**config.mk**
```make
export PLATFORM = sky130hd
export DESIGN_NAME = pcie_egress_arbiter
export DESIGN_NICKNAME = d
export VERILOG_FILES = /design/src/rtl/pcie_egress_arbiter_pkg.sv /design/src/rtl/pcie_egress_rr_select.sv /design/src/rtl/pcie_egress_arbiter.sv
export SDC_FILE = /design/constraint.sdc
export NUM_CORES = 1
export LEC_CHECK = 0
export CORE_AREA = 2 2 220 222
export DETAILED_ROUTE_END_ITERATION = 7
export DIE_AREA = 0 0 222 224
export PLACE_DENSITY = 0.37
export SYNTH_ARGS = -nofsm -noshare
export SYNTH_HDL_FRONTEND = slang
export SYNTH_SLANG_ARGS = --single-unit
```
**constraint.sdc**
```tcl
create_clock -name clk -period 6.6 [get_ports clk]
set_input_delay 0.66 -clock clk [delete_from_list [all_inputs] [get_ports clk]]
set_output_delay 0.66 -clock clk [all_outputs]
set_load 0.05 [all_outputs]
```
**src/rtl/pcie_egress_arbiter_pkg.sv**
```systemverilog
// pcie_egress_arbiter_pkg: shared state encoding and TLP header field widths for the egress arbiter
package pcie_egress_arbiter_pkg;
  localparam int CMD_W = 8;
  localparam int FLAGS_W = 14;
  localparam int ADDR_W = 32;
  localparam int RID_W = 16;
  localparam int TAG_W = 8;
  localparam int SIZE_W = 24;
  localparam int DATA_W = 32;
  typedef enum logic [1:0] {S_IDLE, S_ISSUE, S_RELEASE} state_t;
  typedef struct packed {
    logic [CMD_W-1:0] cmd;
    logic [FLAGS_W-1:0] flags;
    logic [ADDR_W-1:0] addr;
    logic [RID_W-1:0] rid;
    logic [TAG_W-1:0] tag;
  } hdr_t;
endpackage

```
**src/rtl/pcie_egress_rr_select.sv**
```systemverilog
// pcie_egress_rr_select: combinational round-robin picker, first valid index after last_i
module pcie_egress_rr_select #(
  parameter int NUM_REQ = 3,
  parameter int IW = $clog2(NUM_REQ)
) (
  input  logic [NUM_REQ-1:0] valid_i,
  input  logic [IW-1:0]      last_i,
  output logic [IW-1:0]      idx_o,
  output logic               any_o
);
  logic [IW-1:0] j;
  assign any_o = |valid_i;
  // scan from farthest to nearest so the requester right after last_i wins
  always_comb begin
    idx_o = '0;
    j = '0;
    for (int k = NUM_REQ; k >= 1; k--) begin
      j = IW'((int'(last_i) + k) % NUM_REQ);
      if (valid_i[j]) idx_o = j;
    end
  end
endmodule

```
**src/rtl/pcie_egress_arbiter.sv**
```systemverilog
// pcie_egress_arbiter: round-robin share of the PCIe egress TLP engine; PCIE_EGRESS_ARB_WATCHDOG_EN adds an ISSUE timeout
module pcie_egress_arbiter
  import pcie_egress_arbiter_pkg::*;
#(
  parameter int NUM_REQ = 3,
  parameter int TIMEOUT_CYCLES = 65535
) (
  input  logic                      clk,
  input  logic                      rst,
  input  logic [NUM_REQ-1:0]        i_req_valid,
  input  logic [NUM_REQ*CMD_W-1:0]  i_req_command,
  input  logic [NUM_REQ*FLAGS_W-1:0] i_req_flags,
  input  logic [NUM_REQ*ADDR_W-1:0] i_req_address,
  input  logic [NUM_REQ*RID_W-1:0]  i_req_requester_id,
  input  logic [NUM_REQ*TAG_W-1:0]  i_req_tag,
  output logic [NUM_REQ-1:0]        o_req_grant,
  output logic [NUM_REQ-1:0]        o_req_done,
  output logic [NUM_REQ-1:0]        o_req_error,
  input  logic [NUM_REQ-1:0]        i_req_fifo_rdy,
  input  logic [NUM_REQ*SIZE_W-1:0] i_req_fifo_size,
  input  logic [NUM_REQ*DATA_W-1:0] i_req_fifo_data,
  output logic [NUM_REQ-1:0]        o_req_fifo_act,
  output logic [NUM_REQ-1:0]        o_req_fifo_stb,
  output logic                      o_egress_enable,
  input  logic                      i_egress_finished,
  output logic [CMD_W-1:0]          o_egress_command,
  output logic [FLAGS_W-1:0]        o_egress_flags,
  output logic [ADDR_W-1:0]         o_egress_address,
  output logic [RID_W-1:0]          o_egress_requester_id,
  output logic [TAG_W-1:0]          o_egress_tag,
  output logic                      o_egress_fifo_rdy,
  output logic [SIZE_W-1:0]         o_egress_fifo_size,
  output logic [DATA_W-1:0]         o_egress_fifo_data,
  input  logic                      i_egress_fifo_act,
  input  logic                      i_egress_fifo_stb,
  output logic                      o_busy
);
  localparam int IW = $clog2(NUM_REQ);
  state_t state_q, state_d;
  logic [IW-1:0] sel_q, sel_d, last_q, last_d, pick;
  logic any, en_q, en_d, busy, f_rdy;
  hdr_t hdr_q, hdr_d, pick_hdr;
  logic [NUM_REQ-1:0] grant_q, grant_d, done_q, done_d, sel_oh;
  logic [SIZE_W-1:0] f_size;
  logic [DATA_W-1:0] f_data;
  pcie_egress_rr_select #(.NUM_REQ(NUM_REQ)) u_rr (
    .valid_i(i_req_valid),
    .last_i (last_q),
    .idx_o  (pick),
    .any_o  (any)
  );
  assign busy = state_q != S_IDLE;
  assign sel_oh = NUM_REQ'(1) << sel_q;
  // slice out the picked requester's header and the selected requester's FIFO
  always_comb begin
    pick_hdr = '0;
    f_rdy = 1'b0;
    f_size = '0;
    f_data = '0;
    for (int k = 0; k < NUM_REQ; k++) begin
      if (pick == IW'(k)) pick_hdr = {i_req_command[k*CMD_W +: CMD_W], i_req_flags[k*FLAGS_W +: FLAGS_W], i_req_address[k*ADDR_W +: ADDR_W], i_req_requester_id[k*RID_W +: RID_W], i_req_tag[k*TAG_W +: TAG_W]};
      if (sel_q == IW'(k)) begin
        f_rdy = i_req_fifo_rdy[k];
        f_size = i_req_fifo_size[k*SIZE_W +: SIZE_W];
        f_data = i_req_fifo_data[k*DATA_W +: DATA_W];
      end
    end
  end
`ifdef PCIE_EGRESS_ARB_WATCHDOG_EN
  logic [31:0] cnt_q, cnt_d;
  logic abort_q, abort_d;
  logic [NUM_REQ-1:0] err_q, err_d;
  // watchdog counter, abort flag and error pulse
  always_ff @(posedge clk or posedge rst)
    if (rst) begin
      cnt_q <= '0;
      abort_q <= 1'b0;
      err_q <= '0;
    end else begin
      cnt_q <= cnt_d;
      abort_q <= abort_d;
      err_q <= err_d;
    end
  assign o_req_error = err_q;
`else
  assign o_req_error = '0;
`endif
  // arbitration FSM next state: grant in IDLE, wait finished high, then finished low
  always_comb begin
    state_d = state_q;
    sel_d = sel_q;
    last_d = last_q;
    hdr_d = hdr_q;
    en_d = en_q;
    grant_d = '0;
    done_d = '0;
`ifdef PCIE_EGRESS_ARB_WATCHDOG_EN
    cnt_d = cnt_q;
    abort_d = abort_q;
    err_d = '0;
`endif
    case (state_q)
      S_IDLE: if (any) begin
        sel_d = pick;
        hdr_d = pick_hdr;
        grant_d = NUM_REQ'(1) << pick;
        en_d = 1'b1;
        state_d = S_ISSUE;
`ifdef PCIE_EGRESS_ARB_WATCHDOG_EN
        cnt_d = '0;
`endif
      end
      S_ISSUE: if (i_egress_finished) begin
        en_d = 1'b0;
        state_d = S_RELEASE;
      end
`ifdef PCIE_EGRESS_ARB_WATCHDOG_EN
      else if (cnt_q == 32'(TIMEOUT_CYCLES - 1)) begin
        en_d = 1'b0;
        abort_d = 1'b1;
        state_d = S_RELEASE;
      end else cnt_d = cnt_q + 32'd1;
`endif
      S_RELEASE: if (!i_egress_finished) begin
        done_d = sel_oh;
        last_d = sel_q;
        state_d = S_IDLE;
`ifdef PCIE_EGRESS_ARB_WATCHDOG_EN
        err_d = abort_q ? sel_oh : '0;
        abort_d = 1'b0;
`endif
      end
      default: state_d = S_IDLE;
    endcase
  end
  // FSM state and registered outputs; reset starts rotation at requester 0
  always_ff @(posedge clk or posedge rst)
    if (rst) begin
      state_q <= S_IDLE;
      sel_q <= '0;
      last_q <= IW'(NUM_REQ - 1);
      hdr_q <= '0;
      en_q <= 1'b0;
      grant_q <= '0;
      done_q <= '0;
    end else begin
      state_q <= state_d;
      sel_q <= sel_d;
      last_q <= last_d;
      hdr_q <= hdr_d;
      en_q <= en_d;
      grant_q <= grant_d;
      done_q <= done_d;
    end
  assign o_req_grant = grant_q;
  assign o_req_done = done_q;
  assign o_egress_enable = en_q;
  assign o_busy = busy;
  assign o_egress_command = hdr_q.cmd;
  assign o_egress_flags = hdr_q.flags;
  assign o_egress_address = hdr_q.addr;
  assign o_egress_requester_id = hdr_q.rid;
  assign o_egress_tag = hdr_q.tag;
  assign o_egress_fifo_rdy = busy & f_rdy;
  assign o_egress_fifo_size = busy ? f_size : '0;
  assign o_egress_fifo_data = busy ? f_data : '0;
  assign o_req_fifo_act = busy ? sel_oh & {NUM_REQ{i_egress_fifo_act}} : '0;
  assign o_req_fifo_stb = busy ? sel_oh & {NUM_REQ{i_egress_fifo_stb}} : '0;
endmodule

```
Word-level counts from Yosys, hierarchy flattened --
Index checks and enable logic that the tools add are counted. Widths: inputs -> output; s select.
Operators by class: reduce and logical (&&, ||, !) cells 10, order comparisons 3, bitwise logic cells 4, $add $sub $neg 3, divide/modulo/power cells 3, eq/ne operators 9, shifts and indexed selects 2, multiplexer cells 36
Operators by type and width (number):
- $mux 78 | 3
- $mux 32 | 4
- $mod 32x3->32 const B | 3
- $mux 24 | 4
- $mux 3 | 6
- $mux 2 | 6
- $lt 2x3->1 const B | 3
- $mux 1 | 8
- $add 2x2->3 const B | 2
- $and 3x3->3 | 2
- $bmux 1 s2 | 3
- $eq 2x1->1 const B | 3
- $eq 2x2->1 const B | 3
- $logic_not 2->1 | 3
- $ne 2x2->1 const B | 3
- $pmux 2 s3 | 1
- $reduce_and 3->1 | 2
- $shl 1x2->3 const A | 2
- $reduce_and 2->1 | 2
- $reduce_bool 2->1 | 2
- $add 2x1->3 const B | 1
- $reduce_or 3->1 | 1
- $pmux 1 s2 | 1
- $and 1x1->1 | 1
- $not 1->1 | 1
Word-level totals: flip-flop bits (word level) 91, output and inout bits 152, logic and storage cells 81

Logic depth before layout (Yosys ltp) --
Gate-level depths: netlist of run 1.
word-level depth 11, depth in mapped cells 10, mapped depth without buffers 7

Modules after synthesis --
From an unflattened synthesis of run 1, not the netlist that was laid out.
Unflattened totals: cell total of the unflattened synthesis 842, area, all modules 6882.9 um^2
By module, submodules not included:
- pcie_egress_arbiter | instances 1, area an instance 6732.7 um^2, cells each 822
- pcie_egress_rr_select | instances 1, area an instance 150.1 um^2, cells each 20

Worst setup path before layout of run 1 --
No wires, ideal clock.
kind reg-to-output, from register sel_q[0], to output o_req_fifo_act[0], slack 4075 ps, cell stages (with the launch flop) 4, data arrival time 1865 ps, cells stage by stage dfrtp_1 -> buf_2 -> buf_1 -> nor3_1
On the way: longest elaborated chain between the ends 3
RTL lines:
- start, declared | line pcie_egress_arbiter.sv:40 | logic [IW-1:0] sel_q, sel_d, last_q, last_d, pick;
- start signal, assigned | line pcie_egress_arbiter.sv:148 | sel_q <= sel_d;
- $shl 1x2->3 | line pcie_egress_arbiter.sv:53 | assign sel_oh = NUM_REQ'(1) << sel_q;
- $and 3x3->3 | line pcie_egress_arbiter.sv:167 | assign o_req_fifo_act = busy ? sel_oh & {NUM_REQ{i_egress_fifo_act}} : '0;
- $mux 3 | line pcie_egress_arbiter.sv:167
- end, declared | line pcie_egress_arbiter.sv:22 | output logic [NUM_REQ-1:0] o_req_fifo_act,
Every way passes these cells.

Worst setup path in the final report of run 1 --
from register sel_q[0], to output o_egress_fifo_data[6]
On the way: longest elaborated chain between the ends 5, elaborated cells on any way between the ends 7
RTL lines:
- $logic_not 2->1 | line pcie_egress_arbiter.sv:62 | if (sel_q == IW'(k)) begin
- $mux 32 (2 in series) | line pcie_egress_arbiter.sv:62
- $mux 32 * | line pcie_egress_arbiter.sv:62
- $mux 32 * | line pcie_egress_arbiter.sv:166 | assign o_egress_fifo_data = busy ? f_data : '0;
- end, declared | line pcie_egress_arbiter.sv:33 | output logic [DATA_W-1:0] o_egress_fifo_data,
Every way passes the cells marked *; elsewhere a longest branch is shown, timed or not.

==> out/results.ini, run 1 <==
[run_status]
run_status = finished, final reports clean

[detailed_routing]
wl_um = 38300
vias = 7730
ant_nets = 0
drtIter0Drc = 312
wl_per_cell_um = 20.2
drtPass1Iterations = 5
vias_per_cell = 4.08
drcViolationCount = 0

[final_layout]
antenna_cells = 0
syn2layout_area_growth_pct = 102
layout_commonest_cell = clkdlybuf4s50_1
drive_above_1_share = 0.0320
fillers = 5162
nNetsFinal = 1693
mostFrequentLayoutCells = clkdlybuf4s50_1, mux2i_1, nor2_1, dfrtp_1, nand2_1

[worst_setup_path]
cp.arrival_ns = 3.22
crit_required_ns = 5.94
worst_setup_path_start_kind = flip-flop
endpoint_kind = primary output
max_stage_delay_ns = 0.87
worstSetupPathType = reg2out
cp_slowest_cell = clkdlybuf4s50_1
crit_chain = nor2b_4 -> buf_4 -> a21oi_1 -> nor2_1 -> clkdlybuf4s50_1
r2r_cells = 7
path_max_fanout = 35

[clock_network]
root_buffer = clkbuf_16
numCtsBuffers = 9
clkTransAtPathRegs_ns = 0.07
cts_resized = 0
clock_sinks = 91
cts_hold_buf = 0
h-tree-depth = 3
clockBufferDepth = 2
cts_tree = done
cts_setup_buffers = 0
clk_latency_ns = 0.37

[floorplanning]
die_w_um = 222
initial_core_util = 0.134
core_um2 = 47300
rows = 80
io_pins = 565
fp.dieH_um = 224
dieArea_um2 = 49700

[timing]
relSlewSlack = 0.320
worstMarginPinSlew_ns = 1.02
tns_ns = 0
fin_crit_sh = 0.589
finalSetupViolCount = 0
final_hold_viol_count = 0
fin_skew_ns = 0.0157
fin_crit_ns = 3.88
fmax_ghz = 0.257
rsz0062_at_grt = no
slew_violations = 0
fin_ws_ns = 2.72

[grt]
grt_overflow_total = 0
grt_antenna_before_repair = 2
grtUsageTotal = 0.150
grt_max_degree = 66
grt_pass1_wl_um = 55500
first_global_vias = 8062

[pwr]
peakVddDrop_uv = 207
swShare = 0.569
pwr-share-comb = 0.761
p_seq_frac = 0.152
power.switching_w = 0.00379
power_density_nw_per_um2 = 519
p_int_w = 0.00287
leakagePower_nw = 4.84
clkPwrFrac = 0.087
power_w = 0.00666

[yosys]
synth_area_leaders = dfrtp_1, mux2i_1, o211ai_1
ys.warnings.count = 0
synth_top_area_share = 0.354
synth_top_cell_by_area = dfrtp_1
synth-seq-cells = 91
netlist_instances = 764
syn_area_um2 = 6360
avgSynthCellArea_um2 = 8.33
seq_area_frac_synth = 0.358
synth.distinct_cells = 36

[flow_run]
max_cap_viol_count = 0

[placement]
gp_congestion = 0.785
hpwl_um = 29300
port_buffers = 561
dp_slack_ns = 2.96

[worst_hold_path]
hold_path.class = reg2reg
worstHoldPathCells = 2

[Yosys cell counts, drive strengths merged]
library cell and number:
conb 1, nor3b 1, o22a 1, dfstp 1, a221o 1, nor2b 3
o221ai 1, ha 4, clkbuf 40, o21ai 2, nand2 84, mux2 2
o211ai 79, and3b 1, inv 6, nor3 4, nand3 78, and2 1
o21a 1, a21oi 59, nand3b 1, dfrtp 90, buf 33, o2111ai 1
a21o 1, nand2b 7, mux2i 137, nor2 124
[layout make-up]
class | instances | area [µm²] | share of cell area
clock buffers | 11 | 243 | 0.0189
clock inverters | 5 | 60.1 | 0.00468
inverters | 6 | 25.0 | 0.00195
multi-input cells | 596 | 3750 | 0.292
flip-flops and latches | 91 | 2280 | 0.178
well taps | 615 | 769 | 0.0599
repair buffers | 572 | 5710 | 0.445
[final timing paths]
kind	slack [ns]	to	from
max	2.72	o_egress_fifo_data[6]	sel_q[0]
min	0.50	o_egress_command[6]	o_egress_command[6]
max reg2reg	3.47	o_egress_address[19]	last_q[1]
min reg2reg	0.50	o_egress_command[6]	o_egress_command[6]
max in group asynchronous	4.60	sel_q[0]	rst
min in group asynchronous	0.75	o_egress_requester_id[6]	rst
[layer usage]
metal / wire length [µm] / GRT usage
met5: 29 / 0
met4: 395 / 0.0301
met1: 14600 / 0.163
met2: 19700 / 0.272
met3: 3620 / 0.0609
[cell families after synthesis]
group                    share of synthesized area
flip-flops                                   0.358
AO/OA/AOI/OAI                                0.149
multiplexers                                 0.219
other                                     0.000589
buffers and inverters                       0.0617
adder cells (fa/ha/maj)                    0.00786
AND/OR/NAND/NOR                              0.204
[critical path: cells and delay by family (launching register included)]
family / cells / cell delay [ns]
AND/OR/NAND/NOR: 2 / 0.83
AO/OA/AOI/OAI: 1 / 0.11
buffers and inverters: 2 / 1.29
flip-flops: 1 / 0.62
[sequential cells by signal, summed over array words and instances, names as in the netlist]
| signal | cells |
|---|---|
| o_egress_enable | 1 |
| o_egress_requester_id | 16 |
| state_q | 2 |
| last_q | 2 |
| o_egress_command | 8 |
| o_req_done | 3 |
| o_req_grant | 3 |
| o_egress_address | 32 |
| sel_q | 2 |
| o_egress_tag | 8 |
| o_egress_flags | 14 |
[power by group through the flow]
| stage | clock network [W] | logic, W | registers, W |
|---|---|---|---|
| final | 0.000579 | 0.00507 | 0.00101 |
| after global routing | 0.000631 | 0.00540 | 0.00106 |
| after floorplan | 0 | 0.00255 | 0.00182 |
| after CTS | 0.000612 | 0.00517 | 0.00102 |
| after detailed placement | 0 | 0.00517 | 0.00102 |
| after global placement | 0 | 0.00518 | 0.00101 |
[through the flow]
stage	instance area, µm²	util	hold slack (ns)	std cells
floorplan	6370	-	0.538	766
global placement	12500	0.265	0.480	1880
detailed placement	12500	0.265	0.484	1880
CTS	12800	0.271	0.502	1896
global route	12800	0.271	0.520	1896
finish	12800	0.271	0.496	1896
Power figures use the tool's default switching activity.
==> run 2, diff against run 1 <==
CORE_AREA = 2 2 217 219   (was 2 2 220 222)
DIE_AREA = 0 0 219 221   (was 0 0 222 224)
PLACE_DENSITY = 0.38   (was 0.37)
clock period = 3.6 ns   (was 6.6 ns; I/O delays follow)
==> run 2 against run 1 <==
Effect of this change: clock skew shrank 0.0048 ns; combinational power grew 86%; global-route usage increased by 0.13 points; critical path depth is the same; worst setup slack worse by 2.3 ns; cell area increased by 0.94%; largest power group unchanged.
==> out/results.ini, run 2 (same netlist as run 1, synthesis figures left out) <==
[final_layout]
mostFrequentLayoutCells = clkdlybuf4s50_1, mux2i_1, nor2_1, dfrtp_1, nand2_1  ; unchanged
largest_reg_flops = 32  ; unchanged
drive_above_1_share = 0.0365  ; was 0.0320
fillers = 4954  ; was 5,162
nNetsFinal = 1699  ; was 1,693
syn2layout_area_growth_pct = 104  ; was 102%
layout_commonest_cell = clkdlybuf4s50_1  ; unchanged

[worst_setup_path]
cp_slowest_cell = clkdlybuf4s50_1  ; unchanged
rrSetupSlack_ns = 0.77  ; was 3.47 ns
r2r-start = last_q[0]  ; was last_q[1]
crit_required_ns = 3.24  ; was 5.94 ns
r2r_cells = 8  ; was 7
path_depth = 5  ; unchanged
worstSetupPathType = reg2out  ; unchanged
max_stage_delay_ns = 0.82  ; was 0.87 ns
endpoint_kind = primary output  ; unchanged
crit_chain = nor2b_4 -> buf_12 -> a21oi_1 -> nor2_1 -> clkdlybuf4s50_1  ; was nor2b_4 -> buf_4 -> a21oi_1 -> nor2_1 -> clkdlybuf4s50_1
cp.arrival_ns = 2.85  ; was 3.22 ns
worst_setup_path_start_kind = flip-flop  ; unchanged
crit_buf_inv = 2  ; unchanged
path_max_fanout = 37  ; was 35
r2r_end = o_egress_command[4]  ; was o_egress_address[19]
crit_family = buffers and inverters  ; unchanged

[floorplanning]
die_w_um = 219  ; was 222 µm
fp.dieH_um = 221  ; was 224 µm
core_um2 = 46100  ; was 47,300 µm²
rows = 79  ; was 80
io_pins = 565  ; unchanged
initial_core_util = 0.138  ; was 0.134
dieArea_um2 = 48400  ; was 49,700 µm²

[timing]
tns_ns = 0  ; unchanged
fin_ws_ns = 0.388  ; was 2.72 ns
worstMarginPinSlew_ns = 0.802  ; was 1.02 ns
fin_skew_ns = 0.0109  ; was 0.0157 ns
final_hold_viol_count = 0  ; unchanged
relSlewSlack = 0.465  ; was 0.320
slew_violations = 0  ; unchanged
finalSetupViolCount = 0  ; unchanged
rsz0062_at_grt = no  ; unchanged
fin_crit_ns = 3.21
fmax_ghz = 0.311
fin_crit_sh = 0.892

[pwr]
p_int_w = 0.00542  ; was 0.00287 W
power_w = 0.0124  ; was 0.00666 W
leakagePower_nw = 4.90  ; was 4.84 nW
power_density_nw_per_um2 = 954  ; was 519 nW/µm²
clkPwrFrac = 0.089  ; was 0.087
pwr-share-comb = 0.762  ; was 0.761
swShare = 0.561  ; was 0.569
p_seq_frac = 0.149  ; was 0.152
peakVddDrop_uv = 483  ; was 207 µV
power.switching_w = 0.00694  ; was 0.00379 W

[placement]
hpwl_um = 29600  ; was 29,300 µm
port_buffers = 561  ; unchanged
gp_congestion = 0.787  ; was 0.785
dp_slack_ns = 0.704  ; was 2.96 ns

[clock_network]
clockBufferDepth = 2  ; unchanged
clkTransAtPathRegs_ns = 0.07  ; about the same
root_buffer = clkbuf_16  ; unchanged
cts_resized = 0  ; unchanged
numCtsBuffers = 9  ; unchanged
h-tree-depth = 3  ; unchanged
clock_sinks = 91  ; unchanged
cts_tree = done  ; unchanged
cts_hold_buf = 0  ; unchanged
clk_latency_ns = 0.36  ; was 0.37 ns
cts_setup_buffers = 0  ; unchanged

[grt]
grt_antenna_before_repair = 4  ; was 2
grt_max_degree = 65  ; was 66
grtUsageTotal = 0.151  ; was 0.150
first_global_vias = 8088  ; was 8,062
grt_overflow_total = 0  ; unchanged
grt_pass1_wl_um = 54400  ; was 55,500 µm

[flow_run]
max_cap_viol_count = 0  ; unchanged

[detailed_routing]
ant_nets = 0  ; unchanged
vias_per_cell = 4.06  ; was 4.08
drtIter0Drc = 248  ; was 312
vias = 7697  ; was 7,730
drtPass1Iterations = 4  ; was 5
wl_per_cell_um = 19.9  ; was 20.2 µm
wl_um = 37700  ; was 38,300 µm
drcViolationCount = 0  ; unchanged

[worst_hold_path]
hold_path.class = in2async  ; was reg2reg

[run_status]
run_status = finished, final reports clean  ; unchanged

==> run 2: changes by cell type in the layout (fill, tap and decap cells not counted), sizes merged <==
| cell | change |
|---|---|
| clkbuf | -1 |
| bufinv | +1 |
| clkinv | -1 |
| diode | +2 |
| buf | +6 |
==> run 2: final cells by class <==
cell class,count,area (µm²),area share
timing repair buffer,578,5820,0.449
multi-input combinational,596,3750,0.289
sequential,91,2280,0.176
tap,607,759,0.0586
clock buffer,10,239,0.0184
clock inverter,5,82.6,0.00637
inverter,6,25.0,0.00193
antenna,2,5.00,0.000386
==> run 2: metrics by stage <==
stage          hold slack (ns)   util  std cells  cell area, µm²
2_1_floorplan            0.468      -        766            6370
3_3_place_gp             0.479  0.274       1878           12600
3_5_place_dp             0.485  0.274       1878           12600
4_1_cts                  0.495  0.281       1893           13000
5_1_grt                  0.529  0.281       1895           13000
6_report                 0.468  0.281       1895           13000
==> run 2: how the worst max path moves through the flow <==
stage	startpoint	slack [ns]	to
detailed placement	sel_q[0]	0.70	o_req_fifo_stb[1]
CTS	sel_q[0]	0.28	o_req_fifo_stb[1]
floorplan	rst	0.88	last_q[0]
global placement	sel_q[0]	0.68	o_req_fifo_stb[1]
global route	sel_q[0]	0.24	o_req_fifo_stb[1]
finish	sel_q[0]	0.39	o_egress_fifo_data[3]
==> run 2: worst register-to-register path: stages, from the launching register on <==
cell	delay, ns
dfrtp_1	0.40
inv_1	0.08
ha_1	0.44
mux2i_1	0.24
o221ai_1	0.24
nand2_4	0.47
buf_4	0.37
mux2i_1	0.33
o211ai_1	0.12
==> run 2: power groups by stage <==
stage                     Clock (W)  Sequential [W]  Combinational, W
after floorplan                   0         0.00334           0.00468
after global placement            0         0.00185           0.00962
after detailed placement          0         0.00186           0.00960
after CTS                   0.00114         0.00185           0.00960
after global routing        0.00119         0.00192            0.0100
final                       0.00110         0.00184           0.00942
==> run 2: metal layers <==
layer | vias up | part of all wire | global-route usage
li1 | 3721 | - | -
met1 | 3602 | 0.38 | 0.166
met2 | 344 | 0.51 | 0.276
met3 | 26 | 0.097 | 0.0515
met4 | 4 | 0.013 | 0.0336
met5 | - | 0.00069 | 0
